$ cat config.mk
export PLATFORM = sky130hd
export DESIGN_NAME = muldiv_unit
export DESIGN_NICKNAME = d
export VERILOG_FILES = /design/src/rtl/muldiv_pkg.sv /design/src/rtl/muldiv_unit.sv
export SDC_FILE = /design/constraint.sdc
export NUM_CORES = 1
export LEC_CHECK = 0
export ABC_AREA = 1
export CORE_MARGIN = 8
export CORE_UTILIZATION = 35
export DETAILED_ROUTE_END_ITERATION = 12
export SYNTH_ARGS = -nofsm -noshare
export SYNTH_HDL_FRONTEND = slang
export SYNTH_SLANG_ARGS = --single-unit
$ cat constraint.sdc
create_clock -name clk -period 8.9 [get_ports clk]
set_input_delay 1.78 -clock clk [delete_from_list [all_inputs] [get_ports clk]]
set_output_delay 1.78 -clock clk [all_outputs]
set_load 0.005 [all_outputs]
$ cat src/rtl/muldiv_pkg.sv
// Shared types for the iterative multiply/divide unit.
package muldiv_pkg;

  // state | meaning
  // IDLE  | waiting for start, results held
  // CALC  | WIDTH shift-add / restoring-divide iterations
  // FIX   | sign correction and divide-by-zero override
  // DONE  | one-cycle done pulse, results valid
  typedef enum logic [1:0] {
    IDLE = 2'd0,
    CALC = 2'd1,
    FIX  = 2'd2,
    DONE = 2'd3
  } state_t;

  localparam logic OP_MUL = 1'b0;
  localparam logic OP_DIV = 1'b1;

endpackage

$ cat src/rtl/muldiv_unit.sv
// Iterative radix-2 multiplier / restoring divider sharing one shift register
// and one adder/subtractor; signs are handled on magnitudes and fixed at the end.
module muldiv_unit
  import muldiv_pkg::*;
#(
  parameter int WIDTH = 32
) (
  input  logic             clk,
  input  logic             reset,
  input  logic             start,
  input  logic             op_div,
  input  logic             op_signed,
  input  logic             cancel,
  input  logic [WIDTH-1:0] src_a,
  input  logic [WIDTH-1:0] src_b,
  output logic             busy,
  output logic             done,
  output logic [WIDTH-1:0] hi,
  output logic [WIDTH-1:0] lo,
  output logic             div_zero
);

  localparam int CW = $clog2(WIDTH + 1);
  localparam int AW = 2 * WIDTH + 1;
  localparam logic [CW-1:0] CNT_LOAD = CW'(WIDTH);
  localparam logic [CW-1:0] CNT_ONE  = CW'(1);

  state_t           state;
  logic [CW-1:0]    cnt;
  logic [AW-1:0]    acc;
  logic [WIDTH-1:0] a_reg;
  logic [WIDTH-1:0] b_reg;
  logic             div_reg;
  logic             sgn_reg;

  // Magnitude is formed at WIDTH+1 bits so the most-negative value is exact;
  // the result always fits back into WIDTH bits.
  function automatic logic [WIDTH-1:0] mag(input logic [WIDTH-1:0] v, input logic sgn);
    logic [WIDTH:0] ext;
    logic [WIDTH:0] m;
    ext = {sgn & v[WIDTH-1], v};
    m   = ext[WIDTH] ? -ext : ext;
    return m[WIDTH-1:0];
  endfunction

  logic [WIDTH-1:0] in_mag_a, in_mag_b, mag_a, mag_b;
  assign in_mag_a = mag(src_a, op_signed);
  assign in_mag_b = mag(src_b, op_signed);
  assign mag_a    = mag(a_reg, sgn_reg);
  assign mag_b    = mag(b_reg, sgn_reg);

  logic [AW-1:0]    shl;
  logic [WIDTH:0]   add_x, add_y;
  logic             add_cin;
  logic [WIDTH+1:0] sum;
  logic [AW-1:0]    acc_next;

  assign shl = {acc[AW-2:0], 1'b0};

  // Divide subtracts via x + ~y + 1; the carry out means the trial fits.
  always_comb begin
    add_x   = acc[AW-1:WIDTH];
    add_y   = acc[0] ? {1'b0, mag_a} : '0;
    add_cin = 1'b0;
    if (div_reg == OP_DIV) begin
      add_x   = shl[AW-1:WIDTH];
      add_y   = ~{1'b0, mag_b};
      add_cin = 1'b1;
    end
  end

  assign sum = {1'b0, add_x} + {1'b0, add_y} + {{(WIDTH + 1){1'b0}}, add_cin};

  always_comb begin
    acc_next = {1'b0, sum[WIDTH:0], acc[WIDTH-1:1]};
    if (div_reg == OP_DIV)
      acc_next = sum[WIDTH+1] ? {sum[WIDTH:0], shl[WIDTH-1:1], 1'b1} : shl;
  end

  logic                 neg;
  logic [2*WIDTH-1:0]   prod, prod_fix;
  logic [WIDTH-1:0]     quo, rem, quo_fix, rem_fix;
  logic                 b_zero;

  assign neg      = sgn_reg & (a_reg[WIDTH-1] ^ b_reg[WIDTH-1]);
  assign prod     = acc[2*WIDTH-1:0];
  assign prod_fix = neg ? -prod : prod;
  assign quo      = acc[WIDTH-1:0];
  assign rem      = acc[2*WIDTH-1:WIDTH];
  assign quo_fix  = neg ? -quo : quo;
  assign rem_fix  = (sgn_reg & a_reg[WIDTH-1]) ? -rem : rem;
  assign b_zero   = (b_reg == '0);

  always_ff @(posedge clk or posedge reset) begin
    if (reset) begin
      state    <= IDLE;
      cnt      <= '0;
      acc      <= '0;
      a_reg    <= '0;
      b_reg    <= '0;
      div_reg  <= OP_MUL;
      sgn_reg  <= 1'b0;
      busy     <= 1'b0;
      done     <= 1'b0;
      hi       <= '0;
      lo       <= '0;
      div_zero <= 1'b0;
    end else begin
      case (state)
        IDLE: begin
          done <= 1'b0;
          if (start && !cancel) begin
            a_reg   <= src_a;
            b_reg   <= src_b;
            div_reg <= op_div;
            sgn_reg <= op_signed;
            acc     <= {{(WIDTH + 1){1'b0}}, (op_div == OP_DIV) ? in_mag_a : in_mag_b};
            cnt     <= CNT_LOAD;
            busy    <= 1'b1;
            state   <= CALC;
          end
        end
        CALC: begin
          if (cancel) begin
            busy  <= 1'b0;
            state <= IDLE;
          end else begin
            acc <= acc_next;
            cnt <= cnt - CNT_ONE;
            if (cnt == CNT_ONE) state <= FIX;
          end
        end
        FIX: begin
          if (cancel) begin
            busy  <= 1'b0;
            state <= IDLE;
          end else begin
            if (div_reg == OP_MUL) begin
              hi       <= prod_fix[2*WIDTH-1:WIDTH];
              lo       <= prod_fix[WIDTH-1:0];
              div_zero <= 1'b0;
            end else if (b_zero) begin
              hi       <= a_reg;
              lo       <= '1;
              div_zero <= 1'b1;
            end else begin
              hi       <= rem_fix;
              lo       <= quo_fix;
              div_zero <= 1'b0;
            end
            busy  <= 1'b0;
            done  <= 1'b1;
            state <= DONE;
          end
        end
        DONE: begin
          done  <= 1'b0;
          state <= IDLE;
        end
        default: begin
          busy  <= 1'b0;
          done  <= 1'b0;
          state <= IDLE;
        end
      endcase
    end
  end

endmodule

# Yosys cells after proc, flatten, opt, wreduce, memory -nomap -nowiden
# Index checks and enable logic that the tools add are counted.
word_totals:
  out_inout_bits: 67
  register_bits: 206
  inputBits: 70
  wordCells: 89
op_classes:
  eq_ne: 9
  mux: 36
  bitwise_logic: 8
  n_addsub: 10
  n_reduce_logical: 14
ops:
  columns: ["cell", "n"]
  rows:
  - ["$mux W32", 12]
  - ["$mux W65", 4]
  - ["$neg A32 Y32", 6]
  - ["$pmux W65 S2", 1]
  - ["$mux W33", 2]
  - ["$mux W64", 1]
  - ["$neg A64 Y64", 1]
  - ["$add A33 B33 Y34", 1]
  - ["$add A34 B1 Y34", 1]
  - ["$not A32 Y33", 1]
  - ["$logic_not A32 Y1", 1]
  - ["$mux W6", 2]
  - ["$pmux W6 S2", 1]
  - ["$mux W2", 4]
  - ["$ne A2 B2 Y1 const B", 4]
  - ["$pmux W2 S4", 1]
  - ["$reduce_and A2 Y1", 4]
  - ["$eq A6 B1 Y1 const B", 1]
  - ["$mux W1", 6]
  - ["$reduce_and A3 Y1", 2]
  - ["$sub A6 B1 Y6 const B", 1]
  - ["$and A1 B1 Y1", 5]
  - ["$eq A2 B2 Y1 const B", 2]
  - ["$reduce_bool A2 Y1", 2]
  - ["11 further kinds", 11]

# Logic depth before layout (Yosys ltp)
logic_depth:
  ltp_word: 10
  depth_mapped: 28
  mapped_depth_nobuf: 28

# Worst setup path before layout
# OpenSTA, ideal clock, no wires.
synth_timing:
  path_kind: "register to register"
  startpoint: "register a_reg[0]"
  endpoint: "register acc[48]"
  path_stages_with_launch: 25
  setup_slack_ps: 5629
  synth_period_minus_slack_ps: 3271
  required_time_ps: 8784
  setup_ps: 116
  t_arrival_ps: 3155
  path_buffers: 1
  path_cell_list: "dfrtp_1 inv_1 ha_1 nand2_1 nor2_2 nand2_1 nor2_2 nand3_1 o21ai_2 o21ai_0 xor2_1 nand2_1 nand2_1 ha_1 nand2_2 nor2_2 inv_2 nor2_4 nor3b_4 nand2_4 buf_2 nand3_1 nand3_1 nand2_1 nand2_1"
synth_between:
  elab_chain_cells: 10
synth_lines:
  columns: ["item", "line_no", "rtl"]
  rows:
  - ["start, declared", "muldiv_unit.sv:31", "logic [WIDTH-1:0] a_reg;"]
  - ["start signal, assigned", "muldiv_unit.sv:113", "a_reg <= src_a;"]
  - ["$neg A32 Y32", "muldiv_unit.sv:42", "m = ext[WIDTH] ? -ext : ext;"]
  - ["$mux W32 *", "muldiv_unit.sv:42", null]
  - ["$mux W32 *", "muldiv_unit.sv:63", "add_y = acc[0] ? {1'b0, mag_a} : '0;"]
  - ["$mux W33 *", "muldiv_unit.sv:65", "if (div_reg == OP_DIV) begin"]
  - ["$add A33 B33 Y34 *", "muldiv_unit.sv:72", "assign sum = {1'b0, add_x} + {1'b0, add_y} + {{(WIDTH + 1){1'b0}}, add_cin};"]
  - ["$add A34 B1 Y34 *", "muldiv_unit.sv:72", null]
  - ["$mux W65", "muldiv_unit.sv:77", "acc_next = sum[WIDTH+1] ? {sum[WIDTH:0], shl[WIDTH-1:1], 1'b1} : shl;"]
  - ["$mux W65 *", "muldiv_unit.sv:76", "if (div_reg == OP_DIV)"]
  - ["$mux W65 *", "muldiv_unit.sv:124", "if (cancel) begin"]
  - ["$pmux W65 S2 *", "muldiv_unit.sv:109", "case (state)"]
  - ["end signal, assigned", "muldiv_unit.sv:117", "acc <= {{(WIDTH + 1){1'b0}}, (op_div == OP_DIV) ? in_mag_a : in_mag_b};"]
  - ["end signal, assigned", "muldiv_unit.sv:128", "acc <= acc_next;"]
  - ["end, declared", "muldiv_unit.sv:30", "logic [AW-1:0] acc;"]
# Mark *: on every way between the ends. The rest lies on a longest branch, timed or not. The select of a mux whose other input is x is not followed.
# A chain may end at the register's enable or synchronous reset.

# Final worst setup path
layout_timing:
  startpoint: "register div_reg"
  endpoint: "register acc[63]"
layout_between:
  elab_chain_cells: 7
  word_cells_on_any_way: 9
  cone_classes: "2 x add/sub; 7 x mux"
layout_lines:
  columns: ["item", "line_no", "rtl"]
  rows:
  - ["start, declared", "muldiv_unit.sv:33", "logic div_reg;"]
  - ["start signal, assigned", "muldiv_unit.sv:115", "div_reg <= op_div;"]
  - ["$mux W33", "muldiv_unit.sv:65", null]
  - ["$add A33 B33 Y34", "muldiv_unit.sv:72", null]
  - ["$add A34 B1 Y34", "muldiv_unit.sv:72", null]
  - ["$mux W65", "muldiv_unit.sv:77", null]
  - ["$mux W65 *", "muldiv_unit.sv:76", null]
  - ["$mux W65 *", "muldiv_unit.sv:124", null]
  - ["$pmux W65 S2 *", "muldiv_unit.sv:109", null]
# Marks and branches as above.

==> summary.md <==
| Metric | Value |
|---|---|
| Status | `complete, no violations` |
| Cts bufs inserted | `27` |
| Seq cells post-synth | `between 200 and 250` |
| TritonCTS clock tree | `done` |
| Clock latency on the worst-skew pair | `570 ps` |
| Via density | `roughly 5.4` |
| Synth area leaders | `dfrtp_1 25%, nand2_1 24%, nand3_1 8.1%` |
| Largest register FFs | `65` |
| Rel. slew slack | `27.0%` |
| Syn Area/Cell | `around 5.7 µm²` |
| Worst-path fanout max | `59` |
| Initial core utilization | `between 30% and 40%` |
| Post-synth net total | `3686` |
| Power per cell area | `427 nW/µm²` |
| Vias in the first global route | `between 20000 and 25000` |
| Final hold slack | `479 ps` |
| Setup-failing EPs final | `0` |
| Cell area after synthesis | `20400 µm²` |
| Core footprint | `around 58000 µm²` |
| DP Worst Slack | `4140 ps` |
| Worst Path Required | `9360 ps` |
| Sequential fraction of the synthesis area | `25.3%` |
| # resized after CTS | `0` |
| Synth warn | `0` |
| Antenna diode count | `0` |
| Gate Count Post-Synth | `3570` |
| Final Max Slew Viols | `0` |
| DR pass1 iterations | `7` |
| Ys async rst share | `100%` |
| First-pass GRT wire length | `132000 µm` |
| Wire length per cell | `19.7 µm` |
| CTS Sinks | `206` |
| Area delta synth->final | `13.2%` |
| Worst slew pin tran | `1090 ps` |
| Vias | `between 20000 and 25000` |
| Drc violations | `0` |
| Final ANT Viol Nets | `0` |
| Post-layout util | `between 40% and 50%` |
| Post-Layout Cell Count | `approximately 4400` |
| Peak Freq | `207 MHz` |
| Setup_tns | `0 ps` |
| Grt total ovfl | `0` |
| Maximum buffer depth of the clock tree | `3` |
| Critical path startpoint category | `flip-flop` |
| Max cap viols | `0` |
| Antenna violations before repair | `1` |
| Power, Total | `slightly below 10 mW` |
| Std cell rows | `88` |
| Die area | `66100 µm²` |
| CTS Root Cell | `clkbuf_16` |
| Routability congestion estimate | `around 1.0` |
| Peak VDD IR | `0.000169 V` |
| Crit path DAT | `5290 ps` |
| Placed Area | `22200 µm²` |
| Period utilization | `54.3%` |
| HP Class | `reg -> reg` |
| Final Skew | `23.7 ps` |
| Largest net degree at the start of global routing | `111` |
| Cts hold-fix bufs | `0` |
| Post-synth EDFFs | `0` |
| P_leak | `11.4 nW` |
| Worst-path clk slew | `60 ps` |
| Post-Place Cells | `4339` |
| Path type of the worst setup path | `reg -> reg` |
| DRT iter0 DRCs | `a little under 3000` |
| Synth unique cells | `52` |
| Fin area | `23000 µm²` |
| Minimum setup slack in the final design | `4070 ps` |
| Cell taking the most area after synthesis | `dfrtp_1` |
| Hpwl dp | `68200 µm` |
| Hold Fails Final Rpt | `0` |
| Chip width | `~260 µm` |
| Biggest register | `acc` |
| Worst Setup End Kind | `flip-flop` |
| Yosys top cell area share | `25.3%` |
| Buffers on Ports | `136` |
| RSZ-0062 raised after global routing | `no` |
| Final Net Count | `between 3000 and 4000` |
| Die H | `about 260 µm` |
| H-tree depth | `1` |
| Final min period | `4830 ps` |
| Total setup buffers inserted after CTS | `0` |
| Gr usage total | `between 20% and 30%` |
| Final wirelength | `86400 µm` |
| Num ports | `137` |
| Layout cell share with drive strength beyond 1 | `~3.8%` |
| Main synth FF type | `dfrtp_1` |
[routing by layer]
metal / vias up / share of wire (%) / GRT usage [%]
met4: 2 / 3.5 / 7.70
met3: 178 / 9.5 / 4.10
met1: 10900 / 45 / 36.5
li1: 11400 / - / -
met2: 1163 / 42 / 37.7
met5: - / 0.015 / 0
[cells in the final DEF, fill, tap and decap left out, types with 20 or more instances in the layout]
master,instances
ha_1,44
buf_4,20
o211ai_1,25
clkdlybuf4s50_1,136
dfrtp_1,205
nor2_2,21
inv_1,398
nand3_1,331
nor2_1,396
clkbuf_16,27
xor2_1,63
nor3_1,26
nand4_1,32
a21oi_1,171
o21ai_0,260
nand2_1,1300
[logic make-up after synthesis]
logic type	synth area share, %
buf+inv	11.1
fa+ha+maj	2.90
flops	25.3
xor+xnor	3.05
simple gates	43.8
compound gates	13.8
[cell usage after synthesis (all sizes together), types with 8 or more instances]
library cell and instances:
a21oi 171, a31oi 11, buf 73, clkbuf 79, dfrtp 206, ha 44
inv 412, nand2 1309, nand3 336, nand4 33, nor2 427, nor3 31
o211ai 25, o21ai 283, o22ai 9, xnor2 8, xor2 63
[critical path, cell delays in order, from the launching register on]
cell and delay, ps:
dfrtp_4 680, clkinv_2 840, buf_4 630, a21oi_1 260, inv_1 90, fa_1 450, fa_1 420, inv_1 110
nand2_1 60, nand2_1 110, nand3_1 80, nand2_1 150, nand2_1 70, nand2_1 150, nand2_1 140, nand3_1 120
nand3_1 80, nand2_1 80, inv_1 50, nand2_1 50, nand2_1 40
[power by group]
group	switching, mW	total, mW	internal, mW	leakage (nW)
registers	0.672	2.06	1.39	2.52
logic	4.54	6.67	2.13	8.43
clock network	0.443	1.11	0.663	0.439
total	5.65	9.83	4.18	11.4
[path summary, 6_finish.rpt]
path / end / start / slack [ps] / cells after the start
setup / recovery: acc[63] / div_reg / 4070 / 20
hold / removal: hi[11] / hi[11] / 480 / 2
setup reg to reg: acc[63] / div_reg / 4070 / 20
hold reg to reg: hi[11] / hi[11] / 480 / 2
max in group asynchronous: div_reg / reset / 5710 / 3
min in group asynchronous: lo[9] / reset / 1670 / 2
[layout make-up]
class	count	area (µm²)
clock buffers	38	777
well taps	765	957
flip-flops and latches	206	5160
inverters	414	1560
clock inverters	9	106
repair buffers	156	1510
multi-input cells	2798	13000
fillers	6386	34500
Note: power is estimated with default switching activity, not from simulation.
